**config.mk**
```make
export PLATFORM = sky130hd
export DESIGN_NAME = uart_rx_fifo
export DESIGN_NICKNAME = d
export VERILOG_FILES = /design/src/rtl/uart_rx_fifo.sv
export SDC_FILE = /design/constraint.sdc
export NUM_CORES = 1
export LEC_CHECK = 0
export ABC_AREA = 1
export BUFFER_PORTS_ARGS = -buffer_cell sky130_fd_sc_hd__buf_2
export CORE_ASPECT_RATIO = 0.8
export CORE_MARGIN = 2
export CORE_UTILIZATION = 40
export CTS_CLUSTER_DIAMETER = 150
export DETAILED_ROUTE_END_ITERATION = 6
export GPL_TIMING_DRIVEN = 0
export PLACE_DENSITY_LB_ADDON = 0.15
export SKIP_CTS_REPAIR_TIMING = 1
export SLEW_MARGIN = 20
export SYNTH_ARGS = -nofsm -noshare
export SYNTH_HDL_FRONTEND = slang
export SYNTH_SLANG_ARGS = --single-unit
```
**constraint.sdc**
```tcl
create_clock -name clk -period 2.3 [get_ports clk]
set_clock_uncertainty 0.05 [all_clocks]
set_input_delay 0.345 -clock clk [delete_from_list [all_inputs] [get_ports clk]]
set_output_delay 0.345 -clock clk [all_outputs]
set_load 0.05 [all_outputs]
```
**src/rtl/uart_rx_fifo.sv**
```systemverilog
`default_nettype none
// ============================================================================
// Module   : uart_rx_fifo
// Brief    : 8N1 UART receiver with mid-bit sampling, sticky error flags and
//            a first-word-fall-through byte FIFO.
// Revision : 1.0 - initial release
// ============================================================================
module uart_rx_fifo #(
    parameter int CLKS_PER_BIT = 16,
    parameter int FIFO_DEPTH   = 8,
    parameter int CNT_W        = 4
) (
    input  logic             clk,
    input  logic             rst_n,
    input  logic             rx,
    input  logic             rd_en,
    output logic [7:0]       rd_data,
    output logic             empty,
    output logic             full,
    output logic [CNT_W-1:0] count,
    output logic             frame_err,
    output logic             overrun,
    input  logic             clr_err
);

    localparam int CW = $clog2(CLKS_PER_BIT);
    localparam int PW = $clog2(FIFO_DEPTH);
    localparam logic [CW-1:0]    c_HALF  = CW'(CLKS_PER_BIT / 2 - 1);
    localparam logic [CW-1:0]    c_LAST  = CW'(CLKS_PER_BIT - 1);
    localparam logic [CNT_W-1:0] c_DEPTH = CNT_W'(FIFO_DEPTH);

    typedef enum logic [2:0] {
        S_IDLE  = 3'd0,
        S_START = 3'd1,
        S_DATA  = 3'd2,
        S_STOP  = 3'd3,
        S_BREAK = 3'd4
    } state_t;

    state_t            r_state;
    state_t            w_next;
    logic              r_rx_meta;
    logic              r_rx_s;
    logic [CW-1:0]     r_cnt;
    logic [2:0]        r_bit_idx;
    logic [7:0]        r_shift;
    logic [7:0]        r_mem [FIFO_DEPTH];
    logic [PW-1:0]     r_wr_ptr;
    logic [PW-1:0]     r_rd_ptr;
    logic [CNT_W-1:0]  r_count;
    logic              r_frame_err;
    logic              r_overrun;

    logic w_cnt_clr;
    logic w_shift;
    logic w_idx_clr;
    logic w_push;
    logic w_frame_set;
    logic w_pop;
    logic w_wr;
    logic w_overrun_set;

    always_ff @(posedge clk) begin
        if (!rst_n) begin
            r_rx_meta <= 1'b1;
            r_rx_s    <= 1'b1;
            r_state   <= S_IDLE;
        end else begin
            r_rx_meta <= rx;
            r_rx_s    <= r_rx_meta;
            r_state   <= w_next;
        end
    end

    always_comb begin
        w_next      = r_state;
        w_cnt_clr   = 1'b0;
        w_shift     = 1'b0;
        w_idx_clr   = 1'b0;
        w_push      = 1'b0;
        w_frame_set = 1'b0;
        unique case (r_state)
            S_IDLE: begin
                w_cnt_clr = 1'b1;
                if (!r_rx_s) w_next = S_START;
            end
            S_START: begin
                if (r_cnt == c_HALF) begin
                    w_cnt_clr = 1'b1;
                    w_idx_clr = 1'b1;
                    w_next    = r_rx_s ? S_IDLE : S_DATA;
                end
            end
            S_DATA: begin
                if (r_cnt == c_LAST) begin
                    w_cnt_clr = 1'b1;
                    w_shift   = 1'b1;
                    if (r_bit_idx == 3'd7) w_next = S_STOP;
                end
            end
            S_STOP: begin
                if (r_cnt == c_LAST) begin
                    w_cnt_clr = 1'b1;
                    if (r_rx_s) begin
                        w_push = 1'b1;
                        w_next = S_IDLE;
                    end else begin
                        w_frame_set = 1'b1;
                        w_next      = S_BREAK;
                    end
                end
            end
            S_BREAK: begin
                w_cnt_clr = 1'b1;
                if (r_rx_s) w_next = S_IDLE;
            end
            default: w_next = S_IDLE;
        endcase
    end

    always_ff @(posedge clk) begin
        if (!rst_n) begin
            r_cnt     <= '0;
            r_bit_idx <= '0;
            r_shift   <= '0;
        end else begin
            r_cnt <= w_cnt_clr ? '0 : r_cnt + CW'(1);
            if (w_idx_clr) r_bit_idx <= '0;
            else if (w_shift) r_bit_idx <= r_bit_idx + 3'd1;
            if (w_shift) r_shift <= {r_rx_s, r_shift[7:1]};
        end
    end

    // A push into a full FIFO still lands when the same cycle frees a slot.
    assign empty         = (r_count == '0);
    assign full          = (r_count == c_DEPTH);
    assign w_pop         = rd_en & ~empty;
    assign w_wr          = w_push & (~full | w_pop);
    assign w_overrun_set = w_push & full & ~w_pop;

    always_ff @(posedge clk) begin
        if (!rst_n) begin
            for (int i = 0; i < FIFO_DEPTH; i++) r_mem[i] <= '0;
            r_wr_ptr <= '0;
            r_rd_ptr <= '0;
            r_count  <= '0;
        end else begin
            if (w_wr) begin
                r_mem[r_wr_ptr] <= r_shift;
                r_wr_ptr        <= r_wr_ptr + PW'(1);
            end
            if (w_pop) r_rd_ptr <= r_rd_ptr + PW'(1);
            unique case ({w_wr, w_pop})
                2'b10:   r_count <= r_count + CNT_W'(1);
                2'b01:   r_count <= r_count - CNT_W'(1);
                default: r_count <= r_count;
            endcase
        end
    end

    // Set beats clear so an event coinciding with clr_err is never lost.
    always_ff @(posedge clk) begin
        if (!rst_n) begin
            r_frame_err <= 1'b0;
            r_overrun   <= 1'b0;
        end else begin
            r_frame_err <= (r_frame_err & ~clr_err) | w_frame_set;
            r_overrun   <= (r_overrun & ~clr_err) | w_overrun_set;
        end
    end

    assign rd_data   = r_mem[r_rd_ptr];
    assign count     = r_count;
    assign frame_err = r_frame_err;
    assign overrun   = r_overrun;

endmodule
`default_nettype wire

```
## Yosys cells after proc, flatten, opt, wreduce, memory -nomap -nowiden

Memory sizes are Yosys's and may differ from the RTL's. A register that Yosys moved wholly into a read port is not among the register bits.
Cells that the tools add are included.

| storage, ports and cells | value |
|---|---|
| register bits after elaboration | 32 |
| bits in writable memories | 64 |
| input port bits | 5 |
| output and inout bits | 16 |
| logic and storage cells | 87 |
| memories kept | 1 |

| cells by class | value |
|---|---|
| add/sub/neg operators | 6 |
| eq/ne operators | 16 |
| mux-type cells | 30 |
| bitwise logic cells | 14 |
| reductions and logical operators | 9 |

Memories:

| memory | depth | width | read ports | clocked after memory_dff | wr ports | line | text |
|---|---|---|---|---|---|---|---|
| r_mem | 8 | 8 | 1 | 1 | 8 | 47 | `logic [7:0] r_mem [FIFO_DEPTH];` |

Operators by type and width:

| operator | count |
|---|---|
| two-way mux 3 bit | 10 |
| two-way mux 1 bit | 15 |
| one-hot mux 3 bit (5 select lines) | 1 |
| inequality test 2 bit, second input constant | 6 |
| adder 3 x 1 -> 3 bit, second input constant | 3 |
| adder 4 x 1 -> 4 bit, second input constant | 2 |
| == test 4 bit, second input constant | 2 |
| two-way mux 8 bit | 1 |
| one-hot mux 4 bit (2 select lines) | 1 |
| OR reduction 2 bit | 4 |
| OR reduction 8 bit | 1 |
| bitwise AND 1 bit | 6 |
| == test 3 x 2 -> 1 bit, second input constant | 2 |
| == test 3 bit, second input constant | 2 |
| AND reduction 6 bit | 1 |
| NOT 1 bit | 5 |
| == test 4 x 3 -> 1 bit, second input constant | 1 |
| logical NOT 4 bit | 1 |
| subtractor 4 x 1 -> 4 bit, second input constant | 1 |
| == test 3 x 1 -> 1 bit, second input constant | 1 |
| logical NOT 3 bit | 1 |
| OR 1 bit | 3 |
| one-hot mux 1 bit (3 select lines) | 1 |
| == test 2 x 1 -> 1 bit, second input constant | 1 |
| other kinds (3) | 3 |

## Longest topological paths before layout

Gate-level depths: netlist (run 1).

| depth | value |
|---|---|
| depth after elaboration | 10 |
| mapped depth | 15 |
| gate-level depth less buffers | 15 |

## Worst setup path before layout (run 1)

OpenSTA, ideal clock, no wires.

| timing path | value |
|---|---|
| path type | reg-to-reg |
| start | register r_count[1] (netlist: count[1]) |
| end | register r_count[3] (netlist: count[3]) |
| library setup time | 0.117 ns |
| arrival | 2.051 ns |
| data required time | 2.133 ns |
| path slack | 0.082 ns |
| stages on the path, launching flop included | 16 |
| buffers on the path | 0 |
| period minus slack after synthesis | 2.218 ns |
| cell sequence | dfxtp_1 -> nor2_1 -> nand2_1 -> nand2_1 -> inv_1 -> nand2_1 -> inv_1 -> ha_1 -> nand2_1 -> nand2_1 -> nor2_1 -> inv_1 -> nand2_1 -> nand3_1 -> nand2_1 -> nor2_1 |

| on the way | value |
|---|---|
| longest elaborated chain between the ends | 7 |
| elaborated cells on any way between the ends | 13 |
| those cells by class | add/sub (2); eq/ne (3); mux (1); bitwise (5); reduce/logical (2) |

Ends and longest elaborated chain:

| item | line | text |
|---|---|---|
| start: declaration | 50 | `logic [CNT_W-1:0] r_count;` |
| start signal: assignment | 154 | `2'b10: r_count <= r_count + CNT_W'(1);` |
| start signal: assignment | 155 | `2'b01: r_count <= r_count - CNT_W'(1);` |
| start signal: assignment | 156 | `default: r_count <= r_count;` |
| logical NOT 4 bit | 135 | `assign empty = (r_count == '0);` |
| NOT 1 bit | 137 | `assign w_pop = rd_en & ~empty;` |
| bitwise AND 1 bit | 137 |  |
| OR 1 bit | 138 | `assign w_wr = w_push & (~full \| w_pop);` |
| bitwise AND 1 bit | 138 |  |
| == test 2 x 1 -> 1 bit or == test 2 bit (tied branches) | 153 | `unique case ({w_wr, w_pop})` |
| one-hot mux 4 bit (2 select lines) or nonzero test 2 bit (tied branches) | - |  |

Parallel ways exist; a longest one is shown, timed or not.
A chain may end at the register's enable or synchronous reset.

==> metrics list, run 1 <==
* Reg-to-reg slack, setup: roughly 0.20 ns
* Floorplan core area: between 0.01 and 0.015 mm²
- For this run, the register share of the synthesized area comes to 0.595.
- Global-route wire length before repair: approximately 17,000 µm
* Internal power: approximately 0.0029 W
- In the final layout, flip-flops and latches occupy around 0.0026 mm².
- After the first detailed-routing iteration, the DRC count stood at around 310.
* Syn Area/Cell: 9.39 µm²
* Worst-case clock buffer depth: 2
* Total power density per cell area: 745 mW/mm²
- CTS built an H-tree with a depth of 3.
* Gpl congestion: 0.872
- STA puts the critical path data arrival time at 1.86 ns.
- IO buf count: 20
- Library cell used as clock root buffer: sky130_fd_sc_hd__clkbuf_16
- Clock latency on the worst-skew pair, taken at its later pin, is 0.34 ns.
- TritonCTS built the clock tree.
- After clock tree synthesis, the clock-pin slew on the worst setup and hold paths is about 0.070 ns.
- The flow ran to the end, and the final reports show no timing, DRC or antenna violations.
- Overall fraction of global-route tracks in use: 0.185
- Layout cell share with drive strength beyond 1: 0.152
* Minimum clock period after layout: about 2.3 ns
- Sw frac: 0.232
- The repair_antennas step left the layout with diodes totalling 0.
* Die Footprint: ~0.012 mm²
- Of the total power, combinational logic draws 0.070.
- Hold_sp: rx
- Iteration count of the initial detailed-routing pass: 4
* Total count of hold-check failures in the final report: 0
* Number of antenna violations at the first check in global routing: 0
- # Max-Cap Violations: 0
* Avg WL per Cell: 16.1 µm
* Net switching power figure: 0.000879 W
* Routed via count divided by cell count: 5.17
- Number of rows in the core area: 34
* Rel. slew slack: 0.612
- Worst reg2reg endpoint: r_mem[4][6]
- Synthesis produced around 470 cells.
- 21 I/O pins were placed.
* HPWL after detailed placement: roughly 7200 µm
- Across the VDD grid, the largest voltage drop is 0.339 mV.
- Flip-flop and latch count after synthesis: ~100
* Class of the most critical setup path: register to output port
- Wires add up to 10,500 µm.
- Die span in x: about 120 µm
- By area the synthesized netlist is led by sky130_fd_sc_hd__edfxtp_1, sky130_fd_sc_hd__dfxtp_1, sky130_fd_sc_hd__nor2_1.
- CP startpoint kind: register
* DRC: 0
* Sink count of the clock tree: 99
- Cell with the most instances after synthesis: sky130_fd_sc_hd__nor2_1
- Maximum number of pins on one net before global-route repair: 17
* Die Span Y: just under 100 µm
- Setup slack after placement: around 0.00024 ns
- Among all flip-flop cells after synthesis, the most frequent one is sky130_fd_sc_hd__edfxtp_1.
- Critical path endpoint category: output port
* Async set-reset flop share out of synthesis: 0
- Required time at the worst-slack endpoint: between 1.5 and 2 ns
- In this run the cell area of the synthesized design comes to 0.00440 mm².
- The tightest min-delay check is of the primary input to register type.
* Via count of the first global-routing pass: between 3,000 and 4,000
* Critical Path Fanout Max: 10
* Number of nets still failing antenna checks after routing: 0
- Cell type with the highest aggregate area in the netlist: sky130_fd_sc_hd__edfxtp_1
- The number of nets handed over by synthesis was slightly below 500.
- The number of clock buffers added by TritonCTS is 9.
* Overall via count from detail_route: ~3,400
- Total Nets Final: just over 500
- Effective utilization at floorplan: 0.408
* Worst R2R Start: r_cnt[1]
- The synthesized design contains 64 enable-type register cells.
- Cell variety after synth: 30
- Signed area change from the synthesized netlist to the final layout: 15.3%
- After filler insertion, the fill cell instance count of the layout stands at 1,052.
- Cells on worst reg2reg path: 7
- Final period util: 0.982
- Minimum setup slack in the final design: between 0.04 and 0.05 ns
- Sequential power share: 0.534
* Multi-input gate area in the final layout: approximately 0.0016 mm²
- Yosys printed 0 warnings.
- Fraction of power consumed by the clock network: 0.395
* Sum of internal, switching and leakage power: around 0.0038 W
* Capture point of the critical path: rd_data[3]
- Number of endpoints failing setup at the final stage: 0
- By count the netlist is led by sky130_fd_sc_hd__nor2_1, sky130_fd_sc_hd__edfxtp_1, sky130_fd_sc_hd__nand2_1.
* Final slew viol count: 0
- Slew at the pin closest to its max-slew limit: slightly below 0.6 ns
- Leftover overflow at the end of global routing: 0
- Share of Yosys cell area claimed by the top area cell type: 0.436
- For this design the static power due to leakage is approximately 1.9 nW.
- For this run, the top clock speed supported by timing is approximately 440 MHz.
[how the worst min path moves through the flow]
| stage | end | slack (ns) | cells after the start |
|---|---|---|---|
| CTS | r_rx_meta | 0.14 | 2 |
| detailed placement | r_rx_s | 0.36 | 1 |
| floorplan | r_rx_s | 0.34 | 1 |
| finish | r_rx_meta | 0.14 | 2 |
| global route | r_rx_meta | 0.14 | 2 |
| global placement | r_rx_s | 0.35 | 1 |
[critical path, cell delays in order (launching register included)]
cell and delay [ns]:
sky130_fd_sc_hd__dfxtp_2 0.39, sky130_fd_sc_hd__clkbuf_4 0.22, sky130_fd_sc_hd__nor2_1 0.07, sky130_fd_sc_hd__o32ai_2 0.33
sky130_fd_sc_hd__nand2_1 0.17, sky130_fd_sc_hd__nand2_1 0.09, sky130_fd_sc_hd__buf_2 0.25
[state kept, by name, indices dropped and copies added, names as in the netlist, 3 cells and up, named ones only]
name and flops:
r_shift 8, r_mem 64, r_wr_ptr 3, r_state 3, r_cnt 4, r_rd_ptr 3, r_bit_idx 3, count 4
[cells in the final DEF, fill, tap and decap left out, types with 6 or more instances in the layout]
cell                          n
sky130_fd_sc_hd__nor2_1     139
sky130_fd_sc_hd__clkbuf_4     7
sky130_fd_sc_hd__o21ai_0     36
sky130_fd_sc_hd__clkbuf_16    9
sky130_fd_sc_hd__edfxtp_1    64
sky130_fd_sc_hd__inv_1       24
sky130_fd_sc_hd__nand2_1     56
sky130_fd_sc_hd__dfxtp_1     33
sky130_fd_sc_hd__ha_1         6
sky130_fd_sc_hd__o32ai_1     12
sky130_fd_sc_hd__nor3_1       6
sky130_fd_sc_hd__buf_2       22
sky130_fd_sc_hd__clkinv_1     7
sky130_fd_sc_hd__a21oi_1     20
sky130_fd_sc_hd__nand3_1     10
[cells by family (layout without fill, tap and decap cells)]
kind of cell,count (synthesis),after routing,synth area share
and+or+nand+nor,235,235,0.233
adders and majority gates,8,8,0.0244
xor gates and xnor gates,3,3,0.00597
AOI/OAI and AO/OA,73,73,0.0972
buffers and inverters,51,88,0.0443
DFF,99,99,0.595
[area by class of cell]
cell class              instances  share of cell area
flip-flops and latches         99               0.517
multi-input cells             319               0.323
clock buffers                  11              0.0458
well taps                     144              0.0355
inverters                      36              0.0266
repair buffers                 21              0.0232
plain buffers                  15              0.0165
clock inverters                 5              0.0123
[layer usage]
layer,up-vias,GRT usage,share of wire
li1,1640,-,-
met1,1609,0.265,0.47
met2,101,0.278,0.46
met3,13,0.0450,0.055
met4,0,0.0557,0.014
met5,-,0,0
[through the flow]
stage,utilization,hold slack (ns),instances,instance area [µm²],TNS (ns)
2_1_floorplan,-,0.343,469,4400,0
3_3_place_gp,0.434,0.349,633,4680,0
3_5_place_dp,0.434,0.360,633,4680,0
4_1_cts,0.461,0.138,649,4980,-1.95
5_1_grt,0.470,0.145,650,5080,-0.0405
6_report,0.470,0.144,650,5080,0
[power by group through the flow]
| stage | combinational (W) | sequential, W | clock, W |
|---|---|---|---|
| floorplan | 0.000200 | 0.00204 | 0 |
| CTS | 0.000259 | 0.00202 | 0.00153 |
| global placement | 0.000249 | 0.00205 | 0 |
| global route | 0.000308 | 0.00203 | 0.00159 |
| detailed placement | 0.000258 | 0.00206 | 0 |
| finish | 0.000267 | 0.00202 | 0.00150 |
Note: power is estimated with default switching activity, not from simulation.
==> run 2, diff against run 1 <==
--- a/config.mk
+++ b/config.mk
@@ -8,7 +8,7 @@
 export ABC_AREA = 1
 export BUFFER_PORTS_ARGS = -buffer_cell sky130_fd_sc_hd__buf_2
 export CORE_ASPECT_RATIO = 0.8
-export CORE_MARGIN = 2
+export CORE_MARGIN = 10
 export CORE_UTILIZATION = 40
 export CTS_CLUSTER_DIAMETER = 150
 export DETAILED_ROUTE_END_ITERATION = 6
==> metrics list, run 2 (synthesis gave the netlist of run 1 again) <==
- Combined buffer and inverter count along the critical path: 3 (was 2)
- Status: finished clean (unchanged).
- The remaining global-route overflow is 0 (unchanged).
- Class of the most critical setup path: register to output port (unchanged)
- Hold Crit Class: primary input to register (unchanged)
- Area of placed instances: 0.00468 mm² (unchanged)
* Floorplan core area: 0.0108 mm² (unchanged)
- Reg-to-reg slack, setup: 0.17 ns (was 0.20 ns)
- Slowest cell delay on critical path: 0.35 ns (was 0.39 ns)
- Routed via count divided by cell count: 5.02 (was 5.17)
- The startpoint of the lowest-slack hold path is rx (unchanged).
- # Max-Cap Violations: 0 (unchanged)
* Critical path endpoint category: output port (unchanged)
- Count of inserted antenna diode cells: 0 (unchanged)
- Leakage power total: 1.90 nW (about the same)
- The number of logic stages on the critical path including buffering is 7 (was 6).
- The global routing usage on met1 was 0.191 (was 0.265).
- Layout cell share with drive strength beyond 1: 0.137 (was 0.152)
- The area of all placed cells without fillers was 0.00504 mm² (was 0.00508 mm²).
- The detailed-route wire length per cell came to 16.0 µm (was 16.1 µm).
- Required time at the worst-slack endpoint: 1.90 ns (about the same)
* Routing usage on met2: 0.198 (was 0.278)
- Die Span Y: 114 µm (was 97.9 µm)
- The final count of pins violating max slew came to 0 (unchanged).
* Later-pin clock latency in the skew report: 0.34 ns (about the same)
- The remaining antenna violation count after routing is 0 (unchanged).
* Sink count of the clock tree: 99 (unchanged)
* Global routing's busiest layer: met2 (unchanged)
- Via count of the first global-routing pass: 3,142 (was 3,193)
- Number of endpoints failing setup at the final stage: 0 (unchanged)
* Final core utilization: 0.466 (was 0.470)
- The most common cell after layout, fill and taps aside was sky130_fd_sc_hd__nor2_1 (unchanged).
- Worst hold path cell count: 2 (unchanged)
- The full die area came to 0.0156 mm² (was 0.0119 mm²).
- Top-level I/O count: 21 (unchanged)
- TritonCTS clock tree: yes (unchanged)
- Slew at the pin closest to its max-slew limit: 0.660 ns (was 0.582 ns)
* Overall fraction of global-route tracks in use: 0.138 (was 0.185)
- The flip-flop count of the largest register after layout came to 64 (unchanged).
* Final period util: 0.957 (was 0.982)
- Number of rows in the core area: 34 (unchanged)
- Violation count after the first detailed-routing iteration: 288 (was 308)
* CP startpoint kind: register (unchanged)
- The routability-driven placement congestion ratio was 0.853 (was 0.872).
* GR met3 Demand/Resource: 0.0378 (was 0.0450)
* Number of antenna violations at the first check in global routing: 0 (unchanged)
- The standard cell with the maximum stage delay on the critical path is sky130_fd_sc_hd__dfxtp_2 (unchanged).
* Cell-by-cell trace of the critical path: inv_1, clkbuf_4, nor2_1, o32ai_1, nand2_1, nand2_1, clkbuf_4 (was clkbuf_4, nor2_1, o32ai_2, nand2_1, nand2_1, buf_2)
* Global-route wire length before repair: 16,600 µm (about the same)
* Sink of the worst hold path: r_rx_meta (unchanged)
* Library cell used as clock root buffer: sky130_fd_sc_hd__clkbuf_16 (unchanged)
- The dominant delay contributor by cell family on the critical path was buffers and inverters (unchanged).
* Worst-case vdd ir drop: 0.385 mV (was 0.339 mV)
* Worst R2R Start: r_cnt[0] (was r_cnt[1])
- Worst-case clock buffer depth: 2 (unchanged)
* Largest registers: r_mem x64, r_shift x8 (unchanged)
* Die span in x: 137 µm (was 121 µm)
* Commonest cells after routing, fill and taps aside: sky130_fd_sc_hd__nor2_1, sky130_fd_sc_hd__edfxtp_1, sky130_fd_sc_hd__nand2_1 (unchanged)
* Highest Clock Rate: 454 MHz (was 443 MHz)
* Signed area change from the synthesized netlist to the final layout: 14.4% (was 15.3%)
- Worst reg2reg endpoint: r_mem[4][5] (was r_mem[4][6])
- Iteration count of the initial detailed-routing pass: 5 (was 4)
- The layout net count came to 513 (was 514).
- Fill cells: 1,056 (was 1,052)
* DRC: 0 (unchanged)
* Rel. slew slack: 0.560 (was 0.612)
- The H-tree level count came to 3 (unchanged).
* HPWL after detailed placement: 7360 µm (was 7190 µm)
* WL final: 10,400 µm (was 10,500 µm)
- The power per standard cell area is 756 mW/mm² (was 745 mW/mm²).
- Overall via count from detail_route: 3,259 (was 3,363)
* Critical Path Fanout Max: 10 (unchanged)
- The arrival time of the worst setup path is 1.81 ns (was 1.86 ns).
- IO buf count: 20 (unchanged)
- The register with the most flip-flops is r_mem (unchanged).
* Cells on worst reg2reg path: 7 (unchanged)
- Clock transition at the register clock pins on the worst setup and hold paths after CTS: 0.07 ns (about the same)
- The maximum number of pins on one net before global-route repair was 16 (was 17).
- Clock buffer count from CTS: 9 (unchanged)
- Minimum clock period after layout: 2.20 ns (was 2.26 ns)
- Sum of internal, switching and leakage power: 0.00381 W (was 0.00378 W)
- The smallest hold slack is 0.135 ns (was 0.144 ns).
* Effective utilization at floorplan: 0.408 (unchanged)
- Total count of hold-check failures in the final report: 0 (unchanged)
run 2: cell count changes in the layout (fill, tap and decap cells not counted), sizes merged:
cell / delta
buf: -6
clkbuf: +6
clkinv: +1
clkinvlp: -1
inv: -1
run 2: how the worst max path moves through the flow:
| stage | startpoint | endpoint | slack (ns) |
|---|---|---|---|
| 6_report | register | rd_data[2] | 0.1 |
| 5_1_grt | r_cnt[0] | count[3] | -0.01 |
| 4_1_cts | register | rd_data[4] | -0.18 |
| 3_5_place_dp | r_cnt[0] | count[3] | 0.12 |
| 3_3_place_gp | r_cnt[0] | count[3] | 0.15 |
| 2_1_floorplan | count[1] | count[3] | 0.08 |
run 2: final cells by class:
| type | instances | area (µm²) | area share |
|---|---|---|---|
| tap | 144 | 180 | 0.0358 |
| sequential | 99 | 2620 | 0.521 |
| clock inverter | 4 | 47.5 | 0.00944 |
| buffer | 15 | 77.6 | 0.0154 |
| clock buffer | 12 | 258 | 0.0512 |
| timing repair buffer | 20 | 113 | 0.0223 |
| multi-input combinational | 319 | 1600 | 0.318 |
| inverter | 36 | 135 | 0.0268 |
run 2: metrics by stage:
stage                     setup TNS (ns)  cells  setup slack [ns]
after floorplan                        0    469            0.0816
after global placement                 0    633             0.148
after detailed placement               0    633             0.122
after CTS                          -1.26    649            -0.179
after global routing             -0.0113    649           -0.0113
final                                  0    649            0.0995
run 2: metal layers:
layer | up-vias | part of all wire
li1 | 1640 | -
met1 | 1508 | 0.47
met2 | 93 | 0.44
met3 | 18 | 0.063
met4 | 0 | 0.022
met5 | - | 0
run 2: power breakdown:
part / switching [W] / internal [W] / leakage [nW]
Combinational: 0.000173 / 0.0000801 / 0.858
Clock: 0.000621 / 0.000906 / 0.148
Sequential: 0.0000559 / 0.00197 / 0.891
